### src/rtl/rv32_pkg.sv
// Shared RV32I pipeline types and constants used by the instruction prefetch path.
package rv32_pkg;

    localparam int unsigned XLEN    = 32;
    localparam int unsigned INSTR_W = 32;

    localparam logic [XLEN-1:0] PC_STEP = 32'd4;

    typedef enum logic {
        PF_FETCH = 1'b0,
        PF_FLUSH = 1'b1
    } pf_state_e;

    typedef struct packed {
        logic [INSTR_W-1:0] instr;
        logic [XLEN-1:0]    pc;
    } pf_entry_t;

endpackage

### src/rtl/pf_fifo.sv
// Synchronous FIFO of prefetched {instr, pc} entries with single-cycle flush.
module pf_fifo
    import rv32_pkg::*;
#(
    parameter  int unsigned DEPTH = 4,
    localparam int unsigned AW    = $clog2(DEPTH),
    localparam int unsigned CW    = AW + 1
) (
    input  logic          clk,
    input  logic          rst,
    input  logic          push,
    input  logic          pop,
    input  logic          flush,
    input  pf_entry_t     din,
    output pf_entry_t     head,
    output logic [CW-1:0] count,
    output logic          full,
    output logic          empty
);

    pf_entry_t     mem [DEPTH];
    logic [AW:0]   wr_ptr;
    logic [AW:0]   rd_ptr;
    logic          do_push;
    logic          do_pop;

    assign empty = (wr_ptr == rd_ptr);
    assign full  = (wr_ptr[AW] != rd_ptr[AW]) && (wr_ptr[AW-1:0] == rd_ptr[AW-1:0]);
    assign count = wr_ptr - rd_ptr;
    assign head  = mem[rd_ptr[AW-1:0]];

    // A push into a full FIFO is honoured only when the head leaves the same cycle
    assign do_pop  = pop & ~empty;
    assign do_push = push & (~full | do_pop);

    always_ff @(posedge clk or posedge rst) begin
        if (rst) begin
            wr_ptr <= '0;
            rd_ptr <= '0;
        end else if (flush) begin
            wr_ptr <= '0;
            rd_ptr <= '0;
        end else begin
            if (do_push) wr_ptr <= wr_ptr + (AW+1)'(1);
            if (do_pop)  rd_ptr <= rd_ptr + (AW+1)'(1);
        end
    end

    always_ff @(posedge clk) begin
        if (do_push && !flush) mem[wr_ptr[AW-1:0]] <= din;
    end

endmodule

### src/rtl/instr_prefetch_buffer.sv
// In-order instruction prefetcher: credit-limited memory reads feeding a PC-tagged
// FIFO, with execute-stage redirect that flushes the queue and drops in-flight data.
module instr_prefetch_buffer
    import rv32_pkg::*;
#(
    parameter int unsigned     DEPTH           = 4,
    parameter int unsigned     MAX_OUTSTANDING = 2,
    parameter logic [XLEN-1:0] RESET_PC        = 32'h0000_0000
) (
    input  logic               clk,
    input  logic               rst,
    input  logic               PCSrcE,
    input  logic [XLEN-1:0]    PCTargetE,
    output logic               imem_req,
    output logic [XLEN-1:0]    imem_addr,
    input  logic               imem_gnt,
    input  logic               imem_rvalid,
    input  logic [INSTR_W-1:0] imem_rdata,
    output logic               out_valid,
    input  logic               out_ready,
    output logic [INSTR_W-1:0] out_instr,
    output logic [XLEN-1:0]    out_pc,
    output logic [XLEN-1:0]    out_pcplus4
);

    localparam int unsigned CW = $clog2(DEPTH) + 1;
    localparam int unsigned OW = $clog2(DEPTH + 1);

    pf_state_e       state;
    pf_state_e       state_nxt;
    logic [OW-1:0]   discard_cnt;
    logic [OW-1:0]   discard_nxt;
    logic [OW-1:0]   outstanding;
    logic [XLEN-1:0] fetch_pc;
    logic [XLEN-1:0] resp_pc;
    logic [XLEN-1:0] target_pc;

    logic            handshake;
    logic            drop;
    logic            fifo_push;
    logic            fifo_pop;
    logic            credit_ok;
    pf_entry_t       fifo_din;
    pf_entry_t       fifo_head;
    logic [CW-1:0]   fifo_count;
    logic            fifo_full;
    logic            fifo_empty;

    assign target_pc = PCTargetE & ~32'h0000_0003;

    // Credits cover every in-flight response, so a returning word always has a FIFO slot
    assign credit_ok = ~fifo_full
                     && (outstanding < OW'(MAX_OUTSTANDING))
                     && ((32'(fifo_count) + 32'(outstanding)) < DEPTH);

    assign imem_req  = ~rst & ~PCSrcE & credit_ok;
    assign imem_addr = fetch_pc;
    assign handshake = imem_req & imem_gnt;

    assign drop      = imem_rvalid & (PCSrcE | (state == PF_FLUSH));
    assign fifo_push = imem_rvalid & ~drop;
    assign fifo_pop  = out_valid & out_ready & ~PCSrcE;
    assign fifo_din  = '{instr: imem_rdata, pc: resp_pc};

    pf_fifo #(.DEPTH(DEPTH)) u_fifo (
        .clk   (clk),
        .rst   (rst),
        .push  (fifo_push),
        .pop   (fifo_pop),
        .flush (PCSrcE),
        .din   (fifo_din),
        .head  (fifo_head),
        .count (fifo_count),
        .full  (fifo_full),
        .empty (fifo_empty)
    );

    assign out_valid   = ~fifo_empty;
    assign out_instr   = fifo_empty ? '0 : fifo_head.instr;
    assign out_pc      = fifo_empty ? '0 : fifo_head.pc;
    assign out_pcplus4 = fifo_empty ? '0 : fifo_head.pc + PC_STEP;

    always_ff @(posedge clk or posedge rst) begin
        if (rst) begin
            state       <= PF_FETCH;
            discard_cnt <= '0;
        end else begin
            state       <= state_nxt;
            discard_cnt <= discard_nxt;
        end
    end

    // Redirect reloads the discard count from what is still in flight after this cycle
    always_comb begin
        state_nxt   = state;
        discard_nxt = discard_cnt;
        if (PCSrcE) begin
            discard_nxt = outstanding - OW'(imem_rvalid);
            state_nxt   = (discard_nxt != '0) ? PF_FLUSH : PF_FETCH;
        end else if (state == PF_FLUSH && imem_rvalid) begin
            discard_nxt = discard_cnt - OW'(1);
            if (discard_nxt == '0) state_nxt = PF_FETCH;
        end
    end

    always_ff @(posedge clk or posedge rst) begin
        if (rst) begin
            fetch_pc    <= RESET_PC;
            resp_pc     <= RESET_PC;
            outstanding <= '0;
        end else begin
            outstanding <= outstanding + OW'(handshake) - OW'(imem_rvalid);
            if (PCSrcE) begin
                fetch_pc <= target_pc;
                resp_pc  <= target_pc;
            end else begin
                if (handshake) fetch_pc <= fetch_pc + PC_STEP;
                if (fifo_push) resp_pc  <= resp_pc + PC_STEP;
            end
        end
    end

endmodule

### config.mk
export PLATFORM = sky130hd
export DESIGN_NAME = instr_prefetch_buffer
export DESIGN_NICKNAME = d
export VERILOG_FILES = /design/src/rtl/rv32_pkg.sv /design/src/rtl/pf_fifo.sv /design/src/rtl/instr_prefetch_buffer.sv
export SDC_FILE = /design/constraint.sdc
export NUM_CORES = 1
export LEC_CHECK = 0
export CAP_MARGIN = 15
export CORE_MARGIN = 1
export CORE_UTILIZATION = 55
export DETAILED_ROUTE_END_ITERATION = 10
export PLACE_DENSITY = 0.8
export SYNTH_ARGS = -nofsm -noshare
export SYNTH_HDL_FRONTEND = slang
export SYNTH_SLANG_ARGS = --single-unit
export TNS_END_PERCENT = 20
### constraint.sdc
create_clock -name clk -period 16.79 [get_ports clk]
set_clock_uncertainty 0.05 [all_clocks]
set_input_delay 3.358 -clock clk [delete_from_list [all_inputs] [get_ports clk]]
set_output_delay 3.358 -clock clk [all_outputs]
set_load 0.005 [all_outputs]
== Word-level counts from Yosys, hierarchy flattened ==
Memories as Yosys holds them, arrays and structs flattened.
Cells that the tools add are included.
Cells by class
  add/sub/neg operators: 11
  order comparisons: 2
  equality and inequality tests: 3
  muxes and demuxes: 19
  bitwise logic cells: 16
  reductions and logical operators: 15
Operator list (number)
  32-bit 2-to-1 mux: 7
  32-bit by 3-bit adder with 32-bit output, second input constant: 3
  3-bit 2-to-1 mux: 6
  2-bit nonzero test: 6
  1-bit bitwise AND: 9
  3-bit by 1-bit adder with 3-bit output, second input constant: 2
  1-bit 2-to-1 mux: 6
  3-bit by 1-bit subtractor with 3-bit output: 2
  1-bit logical AND: 5
  1-bit NOT: 5
  3-bit by 3-bit adder with 4-bit output: 1
  4-bit by 3-bit < comparator with 1-bit output, second input constant: 1
  3-bit by 1-bit adder with 3-bit output: 1
  3-bit equality test: 1
  3-bit zero test: 1
  3-bit by 2-bit < comparator with 1-bit output, second input constant: 1
  3-bit nonzero test: 1
  3-bit by 1-bit subtractor with 3-bit output, second input constant: 1
  3-bit subtractor: 1
  2-bit equality test: 1
  1-bit bitwise OR: 2
  2-bit AND reduction: 1
  1-bit zero test: 1
  1-bit != test: 1
Storage, ports and cells
  flip-flop bits (word level): 77
  bits in writable memories: 256
  input bits: 70
  output and inout bits: 130
  word-level logic and storage cells: 74
  memories kept: 1
Memories
  u_fifo.mem: words 4, bits a word 64, rd ports 1, clocked after Yosys merged registers in 0, write ports 1, line pf_fifo.sv:21  | pf_entry_t mem [DEPTH];

== Logic depth before layout (Yosys ltp) ==
  depth after elaboration: 10
  gate-level depth with buffers: 21
  gate-level depth less buffers: 16

== Hierarchy ==
From an unflattened synthesis, not the netlist that was laid out.
Unflattened totals
  cells, all modules: 1002
  area, all modules: 14829.2 um^2
By module, submodules not included
  pf_fifo: instances 1, cells each 388, area each 9711.8 um^2, seq. area each 7837.5 um^2
  instr_prefetch_buffer: instances 1, cells each 614, area each 5117.4 um^2, seq. area each 1676.6 um^2

== Least setup slack after synthesis ==
OpenSTA, ideal clock, no wires.
  path kind: input-to-reg
  start: input port imem_rvalid
  end: memory u_fifo.mem[3][10] (netlist name) (enable)
  setup time: 558 ps
  data arrival time: 8185 ps
  data required time: 16182 ps
  slack: 7997 ps
  stages on the path: 4
  path buffers: 1
  cells stage by stage: nor2b_1 clkbuf_1 o31ai_1 nor3_1
Between the ends
  word-level cells in the longest chain between the ends: 7
Ends and longest elaborated chain
  start, declared: line instr_prefetch_buffer.sv:17  | input logic imem_rvalid,
  1-bit bitwise AND: line instr_prefetch_buffer.sv:60  | assign drop = imem_rvalid & (PCSrcE | (state == PF_FLUSH));
  1-bit NOT: line instr_prefetch_buffer.sv:61  | assign fifo_push = imem_rvalid & ~drop;
  1-bit bitwise AND *: line instr_prefetch_buffer.sv:61
  1-bit bitwise AND *: line pf_fifo.sv:34  | assign do_push = push & (~full | do_pop);
  1-bit logical AND *: line pf_fifo.sv:50  | if (do_push && !flush) mem[wr_ptr[AW-1:0]] <= din;
  1-bit 2-to-1 mux *: line pf_fifo.sv:50
  1-bit 2-to-1 mux (implied by the code) *: line pf_fifo.sv:50
  end, declared: line pf_fifo.sv:21
Every way passes the cells marked *; elsewhere a longest branch is shown, timed or not.

== Worst setup path in the final report ==
  start: input port PCSrcE
  end: output port imem_req
Between the ends
  word-level cells in the longest chain between the ends: 3
Ends and longest elaborated chain
  start, declared: line instr_prefetch_buffer.sv:12  | input logic PCSrcE,
  1-bit NOT: line instr_prefetch_buffer.sv:56  | assign imem_req = ~rst & ~PCSrcE & credit_ok;
  1-bit bitwise AND (2 in a row): line instr_prefetch_buffer.sv:56
  end, declared: line instr_prefetch_buffer.sv:14  | output logic imem_req,
No other way between the ends.

==> results_dict.tcl <==
set metrics [dict create \
    synth_area_leaders "edfxtp_1 51%, dfrtp_1 13%, mux4_2 8.9%" \
    synth_seq_area_share 0.6405 \
    num_vias 8712 \
    synth_cell_types 60 \
    antenna_found_initial 0 \
    dieHeight_um 164.3 \
    reg2regPathDepth 15 \
    cts-buffers-inserted 31 \
    drt_iter0_markers 718 \
    grt_overflow 0 \
    rsz0062_at_grt "no" \
    start_util 0.5588 \
    synth_edf_count 248 \
    path_cells "clkdlybuf4s50_1, buf_4, nor4b_2, o211a_1, and2_1, clkdlybuf4s50_1" \
    yosys_warnings 0 \
    syn-cell-area_um2 14480 \
    wirelength_mm 30.23 \
    synth-seq-cells 321 \
    tightestPinTransition_ns 1.028 \
    worst_path_most_repeated_cell "clkdlybuf4s50_1" \
    worstHoldPathType "register to register" \
    netlist_instances 973 \
    syn_to_final_growth_pct 22.31 \
    dieArea_um2 26980 \
    start_kind "primary input" \
    post_drt_via_cell_ratio 5.720 \
    setup_viol 0 \
    max_cap_viol_count 0 \
    grt_pass1_vias 8771 \
    run_status "finished, final reports clean" \
    grt_pass1_wl_mm 46.95 \
    htree_levels 1 \
    antenna_cells 0 \
    slew_violations 0 \
    worst_ep_arrival_time_ns 5.15 \
    cts_tree "built" \
    fin_crit_sh 0.5100 \
    hold_depth 1 \
    drc 0 \
    worstSetupPathType "primary input to output port" \
    synth_top_cell_by_area "edfxtp_1" \
    fin_nets 1255 \
    cts_sinks 321 \
    yosysTopAreaCellShare 0.5143 \
    core_region_area_um2 25910 \
    p_leak_nw 6.023 \
    power_density_nw_per_um2 124.0 \
    postLayoutCoreUtil 0.6835 \
    portBuffers 191 \
    path_buf_inv 3 \
    layout-drive-gt1-share 0.1347 \
    pin_count 200 \
    irDropWorstVdd_v 0.00008004 \
    drtAntennaViolNets 0 \
    setup_tns_ns 0 \
    required_ns 13.38 \
    fmax_mhz 116.8 \
    num_rows 59 \
    die_w_um 164.3 \
    path_clk_slew_ns 0.06 \
    ctsResizeCount 0 \
    wl_per_cell_um 19.85 \
    grt_max_degree 69 \
    gp_congestion 0.8857 \
    fin_crit_ns 8.563 \
    grt_usage 0.2277 \
    dp_hpwl_mm 18.93 \
    slowest_stage "clkdlybuf4s50_1" \
    cts_buffer_depth 3 \
    crit_path_max_fanout 51 \
    worstSkewPairLatency_ns 0.56 \
    cts_setup_buffers 0 \
    synthArstFlopShare 0.2274 \
    end_kind "output port" \
    max_stage_delay_ns 0.50 \
    synth_flop_cell "edfxtp_1" \
    syn_area_per_cell_um2 14.88 \
    cts_root_buf "clkbuf_16" \
    hold_violations 0 \
    crit_family "buffers and inverters" \
    cp.depth 6 \
    ctsHoldBuffers 0 \
    drt_first_pass_iters 5 \
    max_slew_margin 0.3146 \
]
==> stage by stage <==
step / hold WS, ns / total power (W) / cell area, µm² / setup slack, ns / std cells
after floorplan: 0.4385 / 0.001252 / 14500 / 7.997 / 978
after global placement: 0.4746 / 0.001493 / 16640 / 8.227 / 1466
after detailed placement: 0.4861 / 0.001502 / 16640 / 8.205 / 1466
after CTS: 0.5017 / 0.002218 / 17710 / 8.210 / 1523
after global routing: 0.5308 / 0.002298 / 17710 / 8.133 / 1523
final: 0.4983 / 0.002197 / 17710 / 8.227 / 1523
==> sequential cells by signal, summed over array words and instances (netlist names) <==
name and cells:
discard_cnt 3, imem_addr 30, outstanding 3, resp_pc 30
state 1, u_fifo.mem 248, u_fifo.rd_ptr 3, u_fifo.wr_ptr 3
==> cell type report <==
class | count | area (µm²)
clock buffers | 42 | 885.9
clock inverters | 15 | 181.4
fillers | 1755 | 8202
inverters | 34 | 127.6
multi-input cells | 574 | 4822
flip-flops and latches | 321 | 9279
well taps | 335 | 419.2
repair buffers | 202 | 1994
==> where the power goes <==
part	internal, W	switching, W	total (W)	leakage, nW
clock	0.000430	0.000284	0.000714	0.535
combinational	0.000293	0.000242	0.000535	2.38
sequential	0.000902	0.0000449	0.000947	3.11
==> worst reg2reg max path: stages (launching register included) <==
cell and delay [ns]:
dfrtp_4 0.59, ha_1 0.20, inv_1 0.04, fa_1 0.37, xnor2_1 0.14, ha_1 0.20
nor4b_2 0.26, o211a_1 0.18, and3_1 0.57, inv_2 0.35, ha_1 0.37, inv_1 0.05
ha_1 0.12, inv_1 0.05, fa_1 0.37, xor2_1 0.17
==> routing by layer <==
| metal | global-route usage | up-vias | wire length (µm) |
|---|---|---|---|
| met5 | 0 | - | 0 |
| met4 | 0.06692 | 0 | 530 |
| met3 | 0.03485 | 38 | 2209 |
| met2 | 0.3703 | 313 | 14290 |
| met1 | 0.3195 | 4351 | 13200 |
| li1 | - | 4010 | - |
==> cell families (layout without fill, tap and decap cells) <==
family / after synthesis / after routing / synth area share
xor gates and xnor gates: 77 / 77 / 0.04658
other: 1 / 6 / 0.0002590
and+or+nand+nor: 318 / 318 / 0.1227
AOI/OAI and AO/OA: 69 / 69 / 0.02886
adders and majority gates: 21 / 21 / 0.01918
DFF: 321 / 321 / 0.6405
buffers and inverters: 83 / 293 / 0.02852
muxes: 83 / 83 / 0.1134
==> cells in the final DEF (no fill, tap or decap), types with 9 or more instances in the layout <==
cell type        instances
nand3_1                 35
inv_1                   31
and2_1                  68
mux4_2                  57
xnor2_1                 48
nand2_1                 60
a21oi_1                 11
ha_1                    19
xor2_1                  29
dfrtp_1                 71
clkdlybuf4s50_1        191
nor3_1                  10
o211ai_1                 9
buf_4                   11
mux2_2                  12
clkbuf_16               32
nor2_1                  61
nand4_1                 18
o21ai_0                 30
and3_1                  15
edfxtp_1               248
==> Yosys cell counts (6+ instances only) <==
cell and instances:
a21oi_1 11, and2_1 71, and3_1 15, buf_2 11, buf_4 7, clkbuf_1 21
dfrtp_1 73, edfxtp_1 248, ha_1 19, inv_1 32, mux2_2 12, mux2i_1 8
mux4_2 57, nand2_1 60, nand3_1 35, nand4_1 18, nor2_1 62, nor3_1 11
o211ai_1 9, o21ai_0 30, o311ai_0 6, or3_1 6, xnor2_1 48, xor2_1 29
==> final timing paths <==
check | endpoint | slack [ns] | start
worst max-delay path | imem_req | 8.23 | PCSrcE
worst min-delay path | outstanding[0]$_DFF_PP0_ | 0.50 | outstanding[0]$_DFF_PP0_
worst max register to register | outstanding[2]$_DFF_PP0_ | 12.60 | u_fifo.rd_ptr[0]$_DFFE_PP0P_
worst min register to register | outstanding[0]$_DFF_PP0_ | 0.50 | outstanding[0]$_DFF_PP0_
max in group asynchronous | imem_addr[2]$_DFFE_PP0P_ | 12.63 | rst
min in group asynchronous | u_fifo.rd_ptr[1]$_DFFE_PP0P_ | 2.99 | rst
Power figures use the tool's default switching activity.
